$ cat src/rtl/mm_bus_master.sv
// mm_bus_master: turns host valid/ready commands into single-beat bus accesses and
// periodically polls the status (STATUS_ADDR) and error-count (ERR_ADDR) registers.
// Optional macro ERR_ALARM_EN adds per-channel error alarms (err_alarm, alarm_irq).
module mm_bus_master #(
    parameter int         READ_LATENCY = 2,
    parameter logic [7:0] STATUS_ADDR  = 8'h01,
    parameter logic [7:0] ERR_ADDR     = 8'h02,
    parameter logic [7:0] ERR_THRESH   = 8'd200
) (
    input  logic        clk,
    input  logic        rst,
    input  logic        cmd_valid,
    output logic        cmd_ready,
    input  logic        cmd_write,
    input  logic [7:0]  cmd_addr,
    input  logic [31:0] cmd_wdata,
    output logic        rsp_valid,
    output logic [31:0] rsp_rdata,
    output logic        mm_write_en,
    output logic        mm_read_en,
    output logic [7:0]  mm_addr,
    output logic [31:0] mm_wdata,
    input  logic [31:0] mm_rdata,
    input  logic        poll_en,
    input  logic [19:0] poll_period,
    output logic [1:0]  active_ch,
    output logic [3:0]  presence,
    output logic [31:0] err_snap,
    output logic        poll_done,
`ifdef ERR_ALARM_EN
    output logic [3:0]  err_alarm,
    output logic        alarm_irq,
`endif
    output logic        busy
);

    localparam logic [3:0] LAT = 4'(READ_LATENCY);

    typedef enum logic [3:0] {
        IDLE, WR, RD, WAIT, RESP, P_RD1, P_WAIT1, P_RD2, P_WAIT2, P_DONE
    } state_t;

    state_t      state_reg, state_next;
    logic [19:0] poll_cnt_reg, poll_cnt_next;
    logic        pending_reg, pending_next;
    logic [3:0]  wait_cnt_reg, wait_cnt_next;

    logic cmd_accept;
    logic poll_on;
    logic poll_expire;
    logic lat_done;
    logic start_poll;
    logic host_capture;
    logic status_capture;
    logic err_capture;

    assign cmd_accept     = (state_reg == IDLE) && !pending_reg && cmd_valid && cmd_ready;
    assign poll_on        = poll_en && (poll_period != 20'd0);
    assign poll_expire    = poll_on && (poll_cnt_reg == poll_period - 20'd1);
    assign lat_done       = (wait_cnt_reg == LAT);
    assign host_capture   = (state_reg == WAIT) && lat_done;
    assign status_capture = (state_reg == P_WAIT1) && lat_done;
    assign err_capture    = (state_reg == P_WAIT2) && lat_done;

    always_comb begin
        state_next    = state_reg;
        poll_cnt_next = poll_cnt_reg;
        pending_next  = pending_reg;
        wait_cnt_next = wait_cnt_reg;
        start_poll    = 1'b0;

        if (!poll_on) begin
            poll_cnt_next = 20'd0;
            pending_next  = 1'b0;
        end else if (poll_expire) begin
            poll_cnt_next = 20'd0;
            pending_next  = 1'b1;
        end else begin
            poll_cnt_next = poll_cnt_reg + 20'd1;
        end

        case (state_reg)
            IDLE: begin
                if (pending_reg) begin
                    state_next = P_RD1;
                    start_poll = 1'b1;
                end else if (cmd_accept) begin
                    state_next = cmd_write ? WR : RD;
                end
            end
            WR:   state_next = RESP;
            RD: begin
                state_next    = WAIT;
                wait_cnt_next = 4'd1;
            end
            WAIT: begin
                if (lat_done) state_next = RESP;
                else          wait_cnt_next = wait_cnt_reg + 4'd1;
            end
            RESP: state_next = IDLE;
            P_RD1: begin
                state_next    = P_WAIT1;
                wait_cnt_next = 4'd1;
            end
            P_WAIT1: begin
                if (lat_done) state_next = P_RD2;
                else          wait_cnt_next = wait_cnt_reg + 4'd1;
            end
            P_RD2: begin
                state_next    = P_WAIT2;
                wait_cnt_next = 4'd1;
            end
            P_WAIT2: begin
                if (lat_done) state_next = P_DONE;
                else          wait_cnt_next = wait_cnt_reg + 4'd1;
            end
            P_DONE: begin
                // An expiry that landed mid-sequence chains straight into the next poll.
                if (pending_reg) begin
                    state_next = P_RD1;
                    start_poll = 1'b1;
                end else begin
                    state_next = IDLE;
                end
            end
            default: state_next = IDLE;
        endcase

        // The request is consumed as the sequence starts so that an expiry during the
        // sequence is remembered; a same-cycle expiry keeps it set.
        if (start_poll && !poll_expire) pending_next = 1'b0;
    end

    always_ff @(posedge clk) begin
        if (rst) begin
            state_reg    <= IDLE;
            poll_cnt_reg <= 20'd0;
            pending_reg  <= 1'b0;
            wait_cnt_reg <= 4'd0;
            cmd_ready    <= 1'b0;
            busy         <= 1'b0;
            rsp_valid    <= 1'b0;
            rsp_rdata    <= 32'd0;
            mm_write_en  <= 1'b0;
            mm_read_en   <= 1'b0;
            mm_addr      <= 8'd0;
            mm_wdata     <= 32'd0;
            poll_done    <= 1'b0;
            active_ch    <= 2'd0;
            presence     <= 4'd0;
            err_snap     <= 32'd0;
        end else begin
            state_reg    <= state_next;
            poll_cnt_reg <= poll_cnt_next;
            pending_reg  <= pending_next;
            wait_cnt_reg <= wait_cnt_next;
            cmd_ready    <= (state_next == IDLE) && !pending_next;
            busy         <= (state_next != IDLE);
            mm_write_en  <= (state_next == WR);
            mm_read_en   <= (state_next == RD) || (state_next == P_RD1) || (state_next == P_RD2);
            rsp_valid    <= (state_next == RESP);
            poll_done    <= (state_next == P_DONE);

            if (cmd_accept) begin
                mm_addr <= cmd_addr;
                if (cmd_write) mm_wdata <= cmd_wdata;
            end else if (state_next == P_RD1) begin
                mm_addr <= STATUS_ADDR;
            end else if (state_next == P_RD2) begin
                mm_addr <= ERR_ADDR;
            end

            if (state_reg == WR)   rsp_rdata <= 32'd0;
            else if (host_capture) rsp_rdata <= mm_rdata;

            if (status_capture) begin
                active_ch <= mm_rdata[1:0];
                presence  <= mm_rdata[5:2];
            end
            if (err_capture) err_snap <= mm_rdata;
        end
    end

`ifdef ERR_ALARM_EN
    logic [3:0] alarm_new;

    genvar gi;
    generate
        for (gi = 0; gi < 4; gi++) begin : g_alarm_cmp
            assign alarm_new[gi] = (mm_rdata[8*gi +: 8] > ERR_THRESH);
        end
    endgenerate

    // Computed at the capture edge so the irq lands in the P_DONE cycle.
    always_ff @(posedge clk) begin
        if (rst) begin
            err_alarm <= 4'd0;
            alarm_irq <= 1'b0;
        end else if (err_capture) begin
            err_alarm <= alarm_new;
            alarm_irq <= |(alarm_new & ~err_alarm);
        end else begin
            alarm_irq <= 1'b0;
        end
    end
`endif

endmodule

$ cat config.mk
export PLATFORM = sky130hd
export DESIGN_NAME = mm_bus_master
export DESIGN_NICKNAME = d
export VERILOG_FILES = /design/src/rtl/mm_bus_master.sv
export SDC_FILE = /design/constraint.sdc
export NUM_CORES = 1
export LEC_CHECK = 0
export CORE_MARGIN = 4
export CORE_UTILIZATION = 40
export CTS_BUF_LIST = sky130_fd_sc_hd__clkbuf_2 sky130_fd_sc_hd__clkbuf_4 sky130_fd_sc_hd__clkbuf_8
export DETAILED_ROUTE_END_ITERATION = 10
export GPL_ROUTABILITY_DRIVEN = 1
export GPL_TIMING_DRIVEN = 1
export MAX_ROUTING_LAYER = met4
export PLACE_DENSITY = 0.72
export SLEW_MARGIN = 20
export SYNTH_ARGS = -nofsm -noshare
export SYNTH_HDL_FRONTEND = slang
export SYNTH_SLANG_ARGS = --single-unit
$ cat constraint.sdc
create_clock -name clk -period 2.9 [get_ports clk]
set_clock_uncertainty 0.2 [all_clocks]
set_input_delay 0.29 -clock clk [delete_from_list [all_inputs] [get_ports clk]]
set_output_delay 0.29 -clock clk [all_outputs]
set_load 0.02 [all_outputs]
# Word level (Yosys, flattened, before mapping)
# Cells that the tools add are included.
word_totals:
  ff_bits: 145
  latchBits: 0
  mem_bits_rw: 0
  mem_bits_ro: 0
  inputBits: 97
  out_inout_bits: 116
  wordCells: 83
  mem_count: 0
classes:
  add_sub_neg: 3
  n_mul: 0
  n_div: 0
  magnitude_cmp: 0
  eq_ne: 17
  n_shift: 0
  n_mux: 18
  bitwise_logic: 1
  n_reduce_logical: 28
ops:
  columns: ["op", "n"]
  rows:
  - ["case mux 4 bit (9 select lines)", 1]
  - ["== test 4 x 3 -> 1 bit (second input constant)", 6]
  - ["two-way mux 4 bit", 6]
  - ["two-way mux 8 bit", 3]
  - ["adder 20 x 1 -> 20 bit (second input constant)", 1]
  - ["== test 20 bit", 1]
  - ["nonzero test 20 bit", 1]
  - ["subtractor 20 x 1 -> 20 bit (second input constant)", 1]
  - ["== test 4 x 2 -> 1 bit (second input constant)", 4]
  - ["== test 4 bit (second input constant)", 3]
  - ["logical AND 1 bit", 10]
  - ["OR reduction 3 bit", 3]
  - ["== test 4 x 1 -> 1 bit (second input constant)", 2]
  - ["logical NOT 4 bit", 2]
  - ["case mux 4 bit (2 select lines)", 1]
  - ["two-way mux 1 bit", 5]
  - ["adder 4 x 1 -> 4 bit (second input constant)", 1]
  - ["AND reduction 2 bit", 2]
  - ["nonzero test 4 bit", 1]
  - ["OR reduction 2 bit", 2]
  - ["logical NOT 1 bit", 3]
  - ["two-way mux 3 bit", 1]
  - ["nonzero test 3 bit", 1]
  - ["logical OR 1 bit", 2]
  - ["4 further kinds", 4]

# Depth between registers and ports, before layout
logic_depth:
  ltp_word: 11
  mapped_depth: 10
  mapped_depth_nobuf: 9

# Worst setup path after synthesis
# Ideal clock, no wire load.
synth_timing:
  kind: "input to register"
  start: "input poll_period[0]"
  end: "register poll_cnt_reg[2]"
  setup_time_ns: 0.132
  arrival_time_ns: 2.232
  required_ns: 2.568
  setup_slack_ns: 0.336
  path_stages: 10
  path_buffers: 1
  cell_sequence: "inv_1 > ha_1 > nor3b_1 > nand3_1 > nor3_1 > xnor2_1 > o2111ai_1 > nor4_2 > buf_2 > nor3_1"
synth_via:
  elab_chain_cells: 4
  elab_cells_between_ends: 7
  cone_classes: "add/sub: 1; eq/ne: 1; bitwise: 1; reduce/logical: 4"
synth_lines:
  columns: ["item", "line", "text"]
  rows:
  - ["from (decl)", "25", "input logic [19:0] poll_period,"]
  - ["subtractor 20 x 1 -> 20 bit / nonzero test 20 bit (equally long branches)", "59, 58", null]
  - ["== test 20 bit / logical AND 1 bit (equally long branches)", "59, 58", null]
  - ["logical AND 1 bit / NOT 1 bit (equally long branches)", null, null]
  - ["OR reduction 3 bit (no source line) (*)", null, null]
  - ["to (signal assigned)", "154", "poll_cnt_reg <= poll_cnt_next;"]
  - ["to (decl)", "44", "logic [19:0] poll_cnt_reg, poll_cnt_next;"]
# Every way passes the cells marked *; elsewhere a longest branch is shown, timed or not.
# A chain may end at the register's enable or synchronous reset.

# Worst setup path in the final report
layout_timing:
  start: "input poll_period[0]"
  end: "register poll_cnt_reg[12]"
# The elaborated chain is that of the path after synthesis.

==> results.txt <==
The run finished with clean final reports. The via density per instance came out at 5.03. The average cell area after synthesis is 7.86 sq um. The library cell used as clock root buffer is clkbuf_8. In this run the worst hold path is classified as in2reg. The post-synthesis simple-gate area fraction came out at 28.0%. The number of global-route vias before repair is 5,937. The first routing iteration left 311 violations. The depth of the CTS H-tree came out at 4. The area enclosed by the die boundary is 17,500 sq um. The post-placement cell count came out at 1,175. The number of clock buffers added by TritonCTS is 17.

Of the total synthesized cell area, the portion taken by XOR and XNOR cells is 6.25%. The critical setup path kind is in2reg. The most used cell along the critical path is buf_4. The complex-gate fraction of the synthesized area came out at 13.8%. The sum of overflow across all layers after global routing is 0. The final clock period utilization by the worst path came out at 90.1%. The worst slack at placement came out at -0.188 ns. The switching power summed over all nets came out at 1.16 mW. Based on the critical path, the design can be clocked at up to 0.383 GHz.

The count of clock tree sinks is 145. The fraction of registers with async set or reset after synthesis is 0%. The static leakage power is 3.07 nW. The worst hold path endpoint is mm_wdata[8]. At the worst endpoint, the required time is 3.04 ns. The number of standard-cell rows in the floorplan is 45. The synthesized netlist net count is 885. The maximum net fanout on the critical path is 11. The proportion of synthesized chip area in sequential cells came out at 47.1%. For this design, the slowest cell found on the critical path is clkdlybuf4s50_1.

The largest registers in the layout are err_snap (32), mm_wdata (32), rsp_rdata (32). The synthesized area is 6170 sq um. The number of endpoints with negative hold slack in the final report is 0. The total DRC errors in the routed layout is 0. Leaving out fill and tap cells, the most frequent cell in the layout is nand2_1. Clock-pin slew was measured on the worst setup and hold paths at 0.08 ns. The most used flip-flop cell after synthesis is dfxtp_1. On the final layout, the worst hold slack is 0.183 ns. Counting instances, the worst hold path has a depth of 3. Summing all placed instances gives a cell area of 8650 sq um. The number of vias after detailed routing came out at 6,082. The shortest period the worst path allows is 2.61 ns. The design draws 4.45 mW.

The height of the die is 132 um. Walking the worst path, the cells encountered are clkdlybuf4s50_1, inv_1, ha_1, buf_4, and2_1, o21ai_0, a31oi_1, nor4_1, o2111ai_1, nor4_2, buf_4, nor3_1. The number of max-slew violations in the final report came out at 0. The end of the worst register-to-register path is mm_addr[0].

In the layout the commonest cells are 225 x nand2_1, 211 x clkdlybuf4s50_1, 145 x dfxtp_1. The placed wire-length estimate after detailed placement came out at 12,900 um. The signal arrival time at the worst endpoint is 2.76 ns. The worst min-delay path startpoint is cmd_wdata[8]. Synthesis handed over a netlist of 784 instances. The clock network is responsible for 39.4% of the overall power.

By area, the combinational part of the netlist is dominated by simple AND/OR/NAND/NOR gates. The number of detailed-route iterations in the first pass came out at 4. Headroom to the max-slew limit came out at 65.5%. The flip-flop and latch count after synthesis came out at 145. The post-cts sizing count came out at 0. The area overhead of the layout relative to synthesis is 47.7%.

The share of total power dissipated in sequential elements is 46.8%. The worst setup margin came out at 0.288 ns. The accumulated negative setup slack came out at 0 ns. The summed area of non-filler cells in the final layout is 9110 sq um. TritonCTS built the clock tree. The wire length reported by the detailed router came out at 17,900 um.

The setup slack of the most critical reg-to-reg path came out at 0.37 ns. In the synthesized netlist, mux cells make up 0.365% of the area. The count of flip-flops with a built-in enable after synthesis came out at 0. The combinational share of power is 13.8%.

The starting density of the core came out at 40.7%. The count of buffers from port buffering is 212. The delay of the slowest cell on the worst path is 0.50 ns.

The number of antenna violations at the first check in global routing came out at 1. The number of I/O pins came out at 213. Measured in cells, the most critical reg-to-reg path has a length of 9. The switching share of power came out at 26.0%. The internal portion of total power is 3.30 mW. The maximum number of pins on one net before global-route repair is 47. Setup repair after global routing left no endpoint under its margin.

Synthesis instantiated 53 different standard cells from the library. The fill cell total of the finished layout came out at 1,369. Dividing total power by cell area gives a power density of 489 nW/um^2. The average routed wire per standard cell came out at 14.8 um.

The number of buffers and inverters on the critical path is 4. The reg-to-reg startpoint is wait_cnt_reg[0]. The horizontal die dimension came out at 132 um. The global-route wire length before repair came out at 29,400 um. The final antenna-violating net count came out at 0. The total core area is 15,100 sq um. The clock latency reported for the late side of the worst-skew pair came out at 0.45 ns. Setup violations remaining at the end of the flow were counted as 0. The share of layout cells above drive strength 1 came out at 7.94%.

The actual slew at the worst max-slew pin came out at 0.518 ns. After Yosys synthesis, full adders, half adders and majority gates account for 0.812% of the synthesized area. The dominant delay contributor by cell family on the critical path is buffers and inverters. The global router's overall resource usage came out at 21.1%. The worst vdd rail ir drop came out at 0.463 mV. The number of nets in the final layout is 1,108. The number of max-cap violations is 0. The Yosys step of the flow raised 0 warnings. The filler-free cell count of the finished design came out at 1,209.

The routability congestion estimate from global placement is 0.894. The startpoint class of the critical path is a primary input. At the end of the flow the core is filled with cells to 60.1%. The clock tree buffer depth is 2. The worst setup path is captured at a flip-flop.
==> timing repair <==
item,4_1_cts,5_1_grt
hold buffers,1,0
hold endpoints to repair,1,0
buffers inserted,0,0
==> synthesized netlist by cell type (all sizes together), types with 5 or more instances <==
library cell  number  share of area, %
a21oi            116               9.4
a31oi             12               1.2
and3               8              0.81
buf                6              0.55
clkbuf            44               2.7
dfxtp            145                47
inv                9              0.55
nand2            225                14
nand3             27               2.2
nand4              8              0.81
nor2              27               1.6
nor3              26               2.1
nor3b              5              0.61
nor4              12               1.7
o21ai             11              0.89
xnor2             29               4.1
xor2              15               2.1
==> worst max path at each step <==
stage / startpoint / to / slack (ns) / cells past startpoint
6_report: poll_period[0] / poll_cnt_reg[12] / 0.29 / 12
5_1_grt: poll_period[0] / cmd_ready / 0.08 / 12
4_1_cts: poll_period[3] / poll_cnt_reg[1] / 0.30 / 10
3_5_place_dp: poll_period[3] / poll_cnt_reg[1] / -0.19 / 10
3_3_place_gp: poll_period[3] / poll_cnt_reg[1] / -0.13 / 10
2_1_floorplan: poll_period[0] / poll_cnt_reg[2] / 0.34 / 10
==> cells by family after synthesis <==
group                      after synthesis
and+or+nand+nor                        374
AOI/OAI and AO/OA                      156
DFF                                    145
buffers and inverters                   59
xor gates and xnor gates                44
adders and majority gates                4
muxes                                    2
==> power groups by stage <==
stage	combinational, mW	clock (mW)	sequential [mW]
2_1_floorplan	0.221	0	2.17
3_3_place_gp	0.617	0	2.13
3_5_place_dp	0.616	0	2.13
4_1_cts	0.621	1.81	2.08
5_1_grt	0.669	1.89	2.09
6_report	0.616	1.75	2.08
==> layer usage <==
layer  global-route usage [%]  part of all wire, %
met5                        -                    0
met4                     8.87                  2.5
met3                     6.53                  7.4
met2                     31.5                   45
met1                     26.6                   45
==> area by class of cell <==
| class | count | area (sq um) | share of cell area (%) |
|---|---|---|---|
| Clock buffer | 17 | 234 | 2.57 |
| Tap cell | 188 | 235 | 2.58 |
| Antenna cell | 1 | 2.50 | 0.0275 |
| Sequential cell | 145 | 2900 | 31.9 |
| Multi-Input combinational cell | 580 | 3030 | 33.3 |
| Inverter | 9 | 33.8 | 0.371 |
| Clock inverter | 15 | 208 | 2.28 |
| Timing Repair Buffer | 254 | 2460 | 27.0 |
==> worst register-to-register path, cell delays in order, from the launching register on <==
cell and delay, ns:
dfxtp_1 0.35, inv_1 0.07, ha_1 0.16, or3b_1 0.38, a2111oi_0 0.40, a31oi_1 0.14, buf_4 0.17, or2_1 0.32
nand3_1 0.13, a31oi_1 0.10
Power figures use the tool's default switching activity.
